`src/rtl/gpu_pixel_writer.sv`:
```
// gpu_pixel_writer: consumer end of the shape-generator pixel stream.
// Samples X/Y/colour while the generator is busy, drops off-screen and
// sentinel points, converts accepted points to linear framebuffer addresses,
// queues them in a small FIFO and drains them over a req/ack write handshake.
// Optional build macro: GPU_PIXEL_DEDUP_EN (drop repeats of the last pixel).
// Ports:
//   clk, n_rst                     clock, async active-low reset
//   X_i, Y_i, r_i, g_i, b_i        generator pixel coordinate and colour
//   gen_busy_i, gen_done_i         generator job status
//   mem_ack_i                      memory accepted the current write
//   mem_wr_o, mem_addr_o, mem_data_o  write request, Y*WIDTH+X, {r,g,b}
//   busy_o, done_o, overflow_o     job busy, drain-complete pulse, sticky drop
module gpu_pixel_writer #(
  parameter int unsigned WIDTH        = 640,
  parameter int unsigned HEIGHT       = 480,
  parameter int unsigned CHANNEL_BITS = 4,
  parameter int unsigned FIFO_DEPTH   = 8,
  parameter int unsigned ADDR_BITS    = 19,
  localparam int unsigned WIDTH_BITS  = $clog2(WIDTH + 1),
  localparam int unsigned HEIGHT_BITS = $clog2(HEIGHT + 1)
) (
  input  logic                      clk,
  input  logic                      n_rst,
  input  logic [WIDTH_BITS-1:0]     X_i,
  input  logic [HEIGHT_BITS-1:0]    Y_i,
  input  logic [CHANNEL_BITS-1:0]   r_i,
  input  logic [CHANNEL_BITS-1:0]   g_i,
  input  logic [CHANNEL_BITS-1:0]   b_i,
  input  logic                      gen_busy_i,
  input  logic                      gen_done_i,
  input  logic                      mem_ack_i,
  output logic                      mem_wr_o,
  output logic [ADDR_BITS-1:0]      mem_addr_o,
  output logic [3*CHANNEL_BITS-1:0] mem_data_o,
  output logic                      busy_o,
  output logic                      done_o,
  output logic                      overflow_o
);

  localparam int unsigned PTR_BITS   = $clog2(FIFO_DEPTH);
  localparam int unsigned DATA_BITS  = 3 * CHANNEL_BITS;
  localparam int unsigned ENTRY_BITS = ADDR_BITS + DATA_BITS;
  localparam logic [WIDTH_BITS-1:0]  X_LIMIT = WIDTH_BITS'(WIDTH);
  localparam logic [HEIGHT_BITS-1:0] Y_LIMIT = HEIGHT_BITS'(HEIGHT);

  typedef enum logic {S_IDLE = 1'b0, S_WRITE = 1'b1} state_e;

  state_e                 state_q, state_d;
  logic                   gen_busy_q;
  logic                   busy_q, busy_d;
  logic                   done_q, done_d;
  logic                   overflow_q, overflow_d;
  logic                   done_pend_q, done_pend_d;
  logic                   mem_wr_q, mem_wr_d;
  logic [ADDR_BITS-1:0]   mem_addr_q, mem_addr_d;
  logic [DATA_BITS-1:0]   mem_data_q, mem_data_d;
  logic [PTR_BITS:0]      wr_ptr_q, wr_ptr_d;
  logic [PTR_BITS:0]      rd_ptr_q, rd_ptr_d;
  logic [ENTRY_BITS-1:0]  fifo_mem_q [FIFO_DEPTH];

  logic                   job_start_c, valid_c, dup_c, accept_c;
  logic                   push_c, pop_c, fifo_empty_c, fifo_full_c;
  logic [ENTRY_BITS-1:0]  entry_c, head_c;

  // Sample qualification and address formation
  assign job_start_c = gen_busy_i & ~gen_busy_q;
  assign valid_c     = gen_busy_i && (X_i < X_LIMIT) && (Y_i < Y_LIMIT);
  assign accept_c    = valid_c & ~dup_c;
  assign entry_c     = {ADDR_BITS'(Y_i) * ADDR_BITS'(WIDTH) + ADDR_BITS'(X_i),
                        r_i, g_i, b_i};

`ifdef GPU_PIXEL_DEDUP_EN
  logic [WIDTH_BITS-1:0]  last_x_q, last_x_d, last_x_ref_c;
  logic [HEIGHT_BITS-1:0] last_y_q, last_y_d, last_y_ref_c;

  // A job's first sample is compared against the sentinel, not the old job's tail
  always_comb begin
    last_x_ref_c = job_start_c ? X_LIMIT : last_x_q;
    last_y_ref_c = job_start_c ? Y_LIMIT : last_y_q;
    dup_c        = (X_i == last_x_ref_c) && (Y_i == last_y_ref_c);
    last_x_d     = last_x_ref_c;
    last_y_d     = last_y_ref_c;
    if (valid_c && !dup_c) begin
      last_x_d = X_i;
      last_y_d = Y_i;
    end
  end

  always_ff @(posedge clk or negedge n_rst) begin
    if (!n_rst) begin
      last_x_q <= X_LIMIT;
      last_y_q <= Y_LIMIT;
    end else begin
      last_x_q <= last_x_d;
      last_y_q <= last_y_d;
    end
  end
`else
  assign dup_c = 1'b0;
`endif

  // FIFO bookkeeping; a full FIFO still accepts when the same cycle pops
  assign fifo_empty_c = (wr_ptr_q == rd_ptr_q);
  assign fifo_full_c  = (wr_ptr_q[PTR_BITS] != rd_ptr_q[PTR_BITS]) &&
                        (wr_ptr_q[PTR_BITS-1:0] == rd_ptr_q[PTR_BITS-1:0]);
  assign head_c       = fifo_mem_q[rd_ptr_q[PTR_BITS-1:0]];
  assign push_c       = accept_c & (~fifo_full_c | pop_c);
  assign wr_ptr_d     = wr_ptr_q + (PTR_BITS+1)'(push_c);
  assign rd_ptr_d     = rd_ptr_q + (PTR_BITS+1)'(pop_c);

  always_ff @(posedge clk) begin
    if (push_c) fifo_mem_q[wr_ptr_q[PTR_BITS-1:0]] <= entry_c;
  end

  // Write FSM: state register
  always_ff @(posedge clk or negedge n_rst) begin
    if (!n_rst) state_q <= S_IDLE;
    else        state_q <= state_d;
  end

  // Write FSM: next state
  always_comb begin
    state_d = state_q;
    case (state_q)
      S_IDLE:  if (!fifo_empty_c) state_d = S_WRITE;
      S_WRITE: if (mem_ack_i && fifo_empty_c) state_d = S_IDLE;
      default: state_d = S_IDLE;
    endcase
  end

  // Write FSM: outputs and pop
  always_comb begin
    pop_c      = 1'b0;
    mem_wr_d   = mem_wr_q;
    mem_addr_d = mem_addr_q;
    mem_data_d = mem_data_q;
    case (state_q)
      S_IDLE: begin
        if (!fifo_empty_c) begin
          pop_c = 1'b1;
          mem_wr_d = 1'b1;
          {mem_addr_d, mem_data_d} = head_c;
        end
      end
      S_WRITE: begin
        if (mem_ack_i) begin
          if (!fifo_empty_c) begin
            pop_c = 1'b1;
            {mem_addr_d, mem_data_d} = head_c;
          end else begin
            mem_wr_d = 1'b0;
          end
        end
      end
      default: mem_wr_d = 1'b0;
    endcase
  end

  // Job status: completion first, job start overrides, done request last
  always_comb begin
    busy_d      = busy_q;
    done_d      = 1'b0;
    overflow_d  = overflow_q;
    done_pend_d = done_pend_q;
    if (done_pend_q && fifo_empty_c && (state_q == S_IDLE) && !mem_wr_q) begin
      done_d      = 1'b1;
      busy_d      = 1'b0;
      done_pend_d = 1'b0;
    end
    if (job_start_c) begin
      busy_d      = 1'b1;
      overflow_d  = 1'b0;
      done_pend_d = 1'b0;
    end
    if (gen_done_i) done_pend_d = 1'b1;
    if (accept_c && fifo_full_c && !pop_c) overflow_d = 1'b1;
  end

  always_ff @(posedge clk or negedge n_rst) begin
    if (!n_rst) begin
      gen_busy_q  <= 1'b0;
      busy_q      <= 1'b0;
      done_q      <= 1'b0;
      overflow_q  <= 1'b0;
      done_pend_q <= 1'b0;
      mem_wr_q    <= 1'b0;
      mem_addr_q  <= '0;
      mem_data_q  <= '0;
      wr_ptr_q    <= '0;
      rd_ptr_q    <= '0;
    end else begin
      gen_busy_q  <= gen_busy_i;
      busy_q      <= busy_d;
      done_q      <= done_d;
      overflow_q  <= overflow_d;
      done_pend_q <= done_pend_d;
      mem_wr_q    <= mem_wr_d;
      mem_addr_q  <= mem_addr_d;
      mem_data_q  <= mem_data_d;
      wr_ptr_q    <= wr_ptr_d;
      rd_ptr_q    <= rd_ptr_d;
    end
  end

  assign mem_wr_o   = mem_wr_q;
  assign mem_addr_o = mem_addr_q;
  assign mem_data_o = mem_data_q;
  assign busy_o     = busy_q;
  assign done_o     = done_q;
  assign overflow_o = overflow_q;

endmodule

```
`config.mk`:
```
export PLATFORM = sky130hd
export DESIGN_NAME = gpu_pixel_writer
export DESIGN_NICKNAME = d
export VERILOG_FILES = /design/src/rtl/gpu_pixel_writer.sv
export SDC_FILE = /design/constraint.sdc
export NUM_CORES = 1
export LEC_CHECK = 0
export ABC_AREA = 1
export CAP_MARGIN = 20
export CELL_PAD_IN_SITES_DETAIL_PLACEMENT = 1
export CELL_PAD_IN_SITES_GLOBAL_PLACEMENT = 1
export CORE_AREA = 2 2 170 172
export DETAILED_ROUTE_END_ITERATION = 6
export DIE_AREA = 0 0 172 174
export PLACE_DENSITY_LB_ADDON = 0.1
export SYNTH_ARGS = -nofsm -noshare
export SYNTH_HDL_FRONTEND = slang
export SYNTH_SLANG_ARGS = --single-unit
```
`constraint.sdc`:
```
create_clock -name clk -period 5.8 [get_ports clk]
set_input_delay 0.87 -clock clk [delete_from_list [all_inputs] [get_ports clk]]
set_output_delay 0.87 -clock clk [all_outputs]
set_load 0.05 [all_outputs]
```
After elaboration in Yosys (flattened, before gate mapping). Memories as Yosys holds them, arrays and structs flattened. Cells that the tools add are included.

Flip-flop bits (word level): 46. Bits in writable memories: 248. Input port bits: 36. Output and inout port bits: 35. Memories: 1.

Memories: fifo_mem_q (depth 8, width 31, rd ports 1, clocked after Yosys merged registers in 0, wr ports 1, line 59) `logic [ENTRY_BITS-1:0] fifo_mem_q [FIFO_DEPTH];`.

Add/subtract/negate cells: 3. Multipliers: 1. Magnitude comparators: 2. Equality and inequality tests: 6. Mux-type cells: 24. Bitwise operators: 6. Reductions and logical operators: 15.

Operators by type and width (number): two-way mux 19 bit (2); one-hot mux 19 bit (2 select lines) (1); two-way mux 12 bit (2); one-hot mux 12 bit (2 select lines) (1); adder 19 x 10 -> 19 bit (1); two-way mux 1 bit (15); multiplier 9 x 3 -> 12 bit, second input constant (1); < comparator 10 bit, second input constant (1); logical AND 1 bit (9); < comparator 9 bit, second input constant (1); adder 4 x 1 -> 4 bit (2); one-hot mux 1 bit (2 select lines) (3); equality test 4 bit (1); != test 2 bit, second input constant (2); nonzero test 2 bit (2); equality test 3 bit (1); inverter 1 bit (3); AND reduction 3 bit (1); nonzero test 3 bit (1); bitwise AND 1 bit (2); logical NOT 1 bit (2); != test 2 x 1 -> 1 bit, second input constant (1); != test 1 bit (1); bitwise OR 1 bit (1).

Logic depth before layout (Yosys ltp).
Depth after elaboration: 8. Gate-level depth with buffers: 13.

Worst setup path after synthesis. No wires, ideal clock.

Path type: input -> register. From: input port X_i[8]. To: memory fifo_mem_q[6][0] (netlist name) (enable). Arrival time: 3.511 ns. Path slack: 1.831 ns. Stages: 5. Path buffers: 0. Cell sequence: o21ai_0 > nand3_1 > nor2_1 > inv_1 > nor3_1.

Word-level cells in the longest chain between the ends: 6.

Ends and longest elaborated chain: start, declared (line 24) `input logic [WIDTH_BITS-1:0] X_i,`; < comparator 10 bit (line 67) `assign valid_c = gen_busy_i && (X_i < X_LIMIT) && (Y_i < Y_LIMIT);`; logical AND 1 bit (2 in series) (line 67); bitwise AND 1 bit (line 107) `assign push_c = accept_c & (~fifo_full_c | pop_c);`; two-way mux 1 bit (line 112) `if (push_c) fifo_mem_q[wr_ptr_q[PTR_BITS-1:0]] <= entry_c;`; two-way mux 1 bit (not written as such) (line 112); end, declared (line 59).

Every way passes these cells.

Worst setup path in the final report.
From: register rd_ptr_q[0]. To: memory fifo_mem_q[2][2] (netlist name) (enable).

Word-level cells in the longest chain between the ends: 8.

Ends and longest elaborated chain: start, declared (line 58) `logic [PTR_BITS:0] rd_ptr_q, rd_ptr_d;`; start signal, assigned (line 201) `rd_ptr_q <= rd_ptr_d;`; equality test 4 bit (line 103) `assign fifo_empty_c = (wr_ptr_q == rd_ptr_q);`; two-way mux 1 bit (line 139, 147); two-way mux 1 bit (line 146) `if (mem_ack_i) begin`; one-hot mux 1 bit (2 select lines) (line 137) `case (state_q)`; bitwise OR 1 bit * (line 107); bitwise AND 1 bit * (line 107); two-way mux 1 bit * (line 112); two-way mux 1 bit (not written as such) * (line 112).

Mark *: on every way between the ends. The rest lies on a longest branch, timed or not.

==> summary.txt <==
GRT
  • GR Util All Layers: about a fifth
  • Largest net degree at the start of global routing: 81
  • Routing usage on met1: 27.7%
  • Gr ovfl total: 0
  • Global-route wire length before repair: roughly 46,000 um
  • Number of global-route vias before repair: 8,062
  • M2 GR Usage: 33.9%
  • GRT busiest layer: met2
  • Initial antenna violation count: 0
  • Met3 GRT Util: 2.91%

CTS
  • CTS Buf Count: 31
  • # H-tree levels: 1
  • Post-CTS Setup Bufs: 0
  • CTS max path bufs: 3
  • Post-CTS Resized: 0
  • Clock sinks: around 300
  • Worst-path clk slew: roughly 0.060 ns
  • TritonCTS clock tree: yes
  • Clock Tree Root: clkbuf_16
  • Clk Latency, worst-skew pair: 0.56 ns
  • Hold_buf cts: 0

Layout
  • Fin util: 51.9%
  • Ant. Diodes: 0
  • Area grow syn2layout: 17.6%
  • Layout cell share with drive strength beyond 1: 8.48%
  • Fin nets: 1,072
  • Non-Filler Instances: between 1,000 and 1,500
  • Design area: 14,600 um^2

Logic synthesis
  • Commonest cells in the netlist: edfxtp_1 (248), nand2_1 (152), o211ai_1 (124)
  • FF+latch count, synth: 294
  • Mapped Nets: 1,007
  • Post-Syn Instances: 948
  • Syn Area/Cell: 13.1 um^2
  • Synth warn: 0
  • Netlist cell types: 31
  • Top-count cell post-synth: edfxtp_1
  • Post-synth EDFFs: 248
  • Asr flop ratio synth: 15.6%
  • Cell taking the most area after synthesis: edfxtp_1
  • Yosys top cell area share: 59.8%
  • Area contributors post-synth: edfxtp_1 (60%), dfrtp_1 (9.2%), o211ai_1 (7.5%)
  • Seq/Total Area, Yosys: 69.0%
  • Mapped Area: 12,500 um^2
  • Main synth FF type: edfxtp_1

Detailed routing
  • Post-DRT Antenna Nets: 0
  • Initial detailed-routing violation count: 460
  • Detailed-route via count: 7,561
  • Routed WL: slightly below 30,000 um
  • DR DRC count: 0
  • Wire per inst: between 20 and 25 um
  • Via density: 5.32
  • Drt pass-1 iters: 4

Floorplanning
  • Initial core utilization: between 40% and 50%
  • IO Count: ~70
  • Die area: 29,900 um^2
  • # rows: 62
  • Die height: 174 um
  • Die Width: 172 um
  • Area of the core: 28,200 um^2

Worst setup path
  • Critical-path top delay cell: dfrtp_4
  • CP Class: flip-flop to flip-flop
  • R2R setup slack: 2.47 ns
  • Startpoint types: flip-flop
  • Crit path capture type: flip-flop
  • Crit path cell chain: xnor2_1 > nand2_1 > nor3_1 > nor2_1 > inv_1 > nor2_4 > buf_4
  • Critical Path Fanout Max: 72
  • Worst EP arrival: 3.58 ns
  • Worst reg-to-reg path cell count: 7
  • Worst EP required: between 6 and 7 ns
  • Reg-to-reg startpoint: rd_ptr_q[0]
  • CP peak stage delay: 1.03 ns
  • Setup crit start: rd_ptr_q[0]

Timing
  • Final Hold Viols: 0
  • Clock skew: 0.0124 ns
  • Slew @ Worst Pin: around 1.0 ns
  • Final setup violation count: 0
  • Slew headroom: 30.4%
  • RSZ-0062 raised after global routing: no
  • Max Freq: between 200 and 300 MHz
  • Fin Setup TNS: 0 ns
  • Tcrit/Tclk final: between 50 and 60%
  • Fin. max-slew vios: 0
  • Min Tclk post-route: roughly 3.3 ns

Place
  • Post-DP HPWL: 17,400 um
  • IO buf count: 70
  • Placed cell area: 13,600 um^2
  • RD Place Congestion: 0.770
  • Placed insts: 1,364

Min path
  • Hold WC Path Type: primary input to async pin

Job
  • Max-cap violations: 0

Outcome
  • Status: finished, final reports clean

Pwr
  • Power per Cell Area: 512 nW/um^2
  • P_leak: 5.55 nW
  • Worst VDD drop: 0.296 mV
cell families after synthesis:
kind of cell | share of synthesized area [%]
flip-flops | 69.0
adder cells (fa/ha/maj) | 2.43
XOR/XNOR | 1.19
buffers and inverters | 5.21
AND/OR/NAND/NOR | 8.22
multiplexers | 4.98
AO/OA/AOI/OAI | 8.96
sequential cells by signal, indices dropped and copies added, names as in the netlist:
register,cells
busy_o,1
done_o,1
done_pend_q,1
fifo_mem_q,248
gen_busy_q,1
mem_addr_o,19
mem_data_o,12
mem_wr_o,1
overflow_o,1
rd_ptr_q,4
state_q,1
wr_ptr_q,4
report_power, final:
group | leakage, nW | total [mW] | internal [mW] | switching [mW]
Clock | 0.528 | 2.11 | 1.31 | 0.803
Sequential | 2.79 | 2.95 | 2.67 | 0.281
Combinational | 2.23 | 2.44 | 0.815 | 1.63
critical path, delay by kind of cell, from the launching register on:
family	cells	cell delay (ns)
buffers and inverters	2	0.66
XOR/XNOR	1	0.15
AND/OR/NAND/NOR	4	1.16
flip-flops	1	1.03
final cells by class:
class / count / area [um^2]
timing repair buffer: 85 / 821
sequential: 294 / 8610
clock buffer: 39 / 816
clock inverter: 19 / 279
multi-input combinational: 500 / 3270
tap: 384 / 480
inverter: 101 / 382
fill: 2862 / 13600
path summary, 6_finish.rpt:
kind	end
min reg2reg	mem_wr_o
min	mem_wr_o
max in group asynchronous	rd_ptr_q[0]
max	fifo_mem_q[2][2]
max reg2reg	fifo_mem_q[2][2]
min in group clk	mem_wr_o
layout by cell type, fill, tap and decap left out, types with 2 or more instances in the layout:
cell type / netlist / routed
o211ai_1: 124 / 124
clkinv_2: 0 / 6
bufinv_16: 0 / 7
clkinv_1: 0 / 3
inv_1: 97 / 96
inv_2: 3 / 3
nor2_1: 20 / 14
xnor2_1: 9 / 9
fa_1: 2 / 2
nand2_2: 2 / 2
ha_1: 21 / 21
o21ai_0: 28 / 28
mux2i_1: 62 / 62
clkinvlp_4: 0 / 3
nand2_1: 152 / 152
nand3_1: 51 / 51
edfxtp_1: 248 / 248
xor2_1: 6 / 6
nor2_4: 2 / 8
dfrtp_1: 46 / 44
nor3_2: 0 / 2
buf_4: 4 / 14
o21ai_1: 5 / 5
nand3_2: 2 / 2
clkbuf_1: 20 / 7
clkdlybuf4s50_1: 0 / 69
nand4_1: 3 / 3
clkbuf_16: 0 / 31
a21oi_1: 4 / 4
dfrtp_4: 0 / 2
stage by stage:
| step | worst slack (ns) | total power [mW] | hold slack [ns] |
|---|---|---|---|
| after detailed placement | 2.13 | 5.47 | 0.467 |
| after CTS | 2.44 | 7.60 | 0.458 |
| final | 2.47 | 7.50 | 0.437 |
| after global routing | 2.20 | 7.92 | 0.477 |
| after floorplan | 1.83 | 4.68 | 0.443 |
| after global placement | 2.17 | 5.41 | 0.467 |
metal layers:
| metal | vias to the layer above | share of wire, % |
|---|---|---|
| li1 | 3541 | - |
| met1 | 3841 | 45 |
| met2 | 128 | 49 |
| met3 | 51 | 3.5 |
| met4 | 0 | 2.5 |
| met5 | - | 0 |
(Power assumes the default switching activity.)
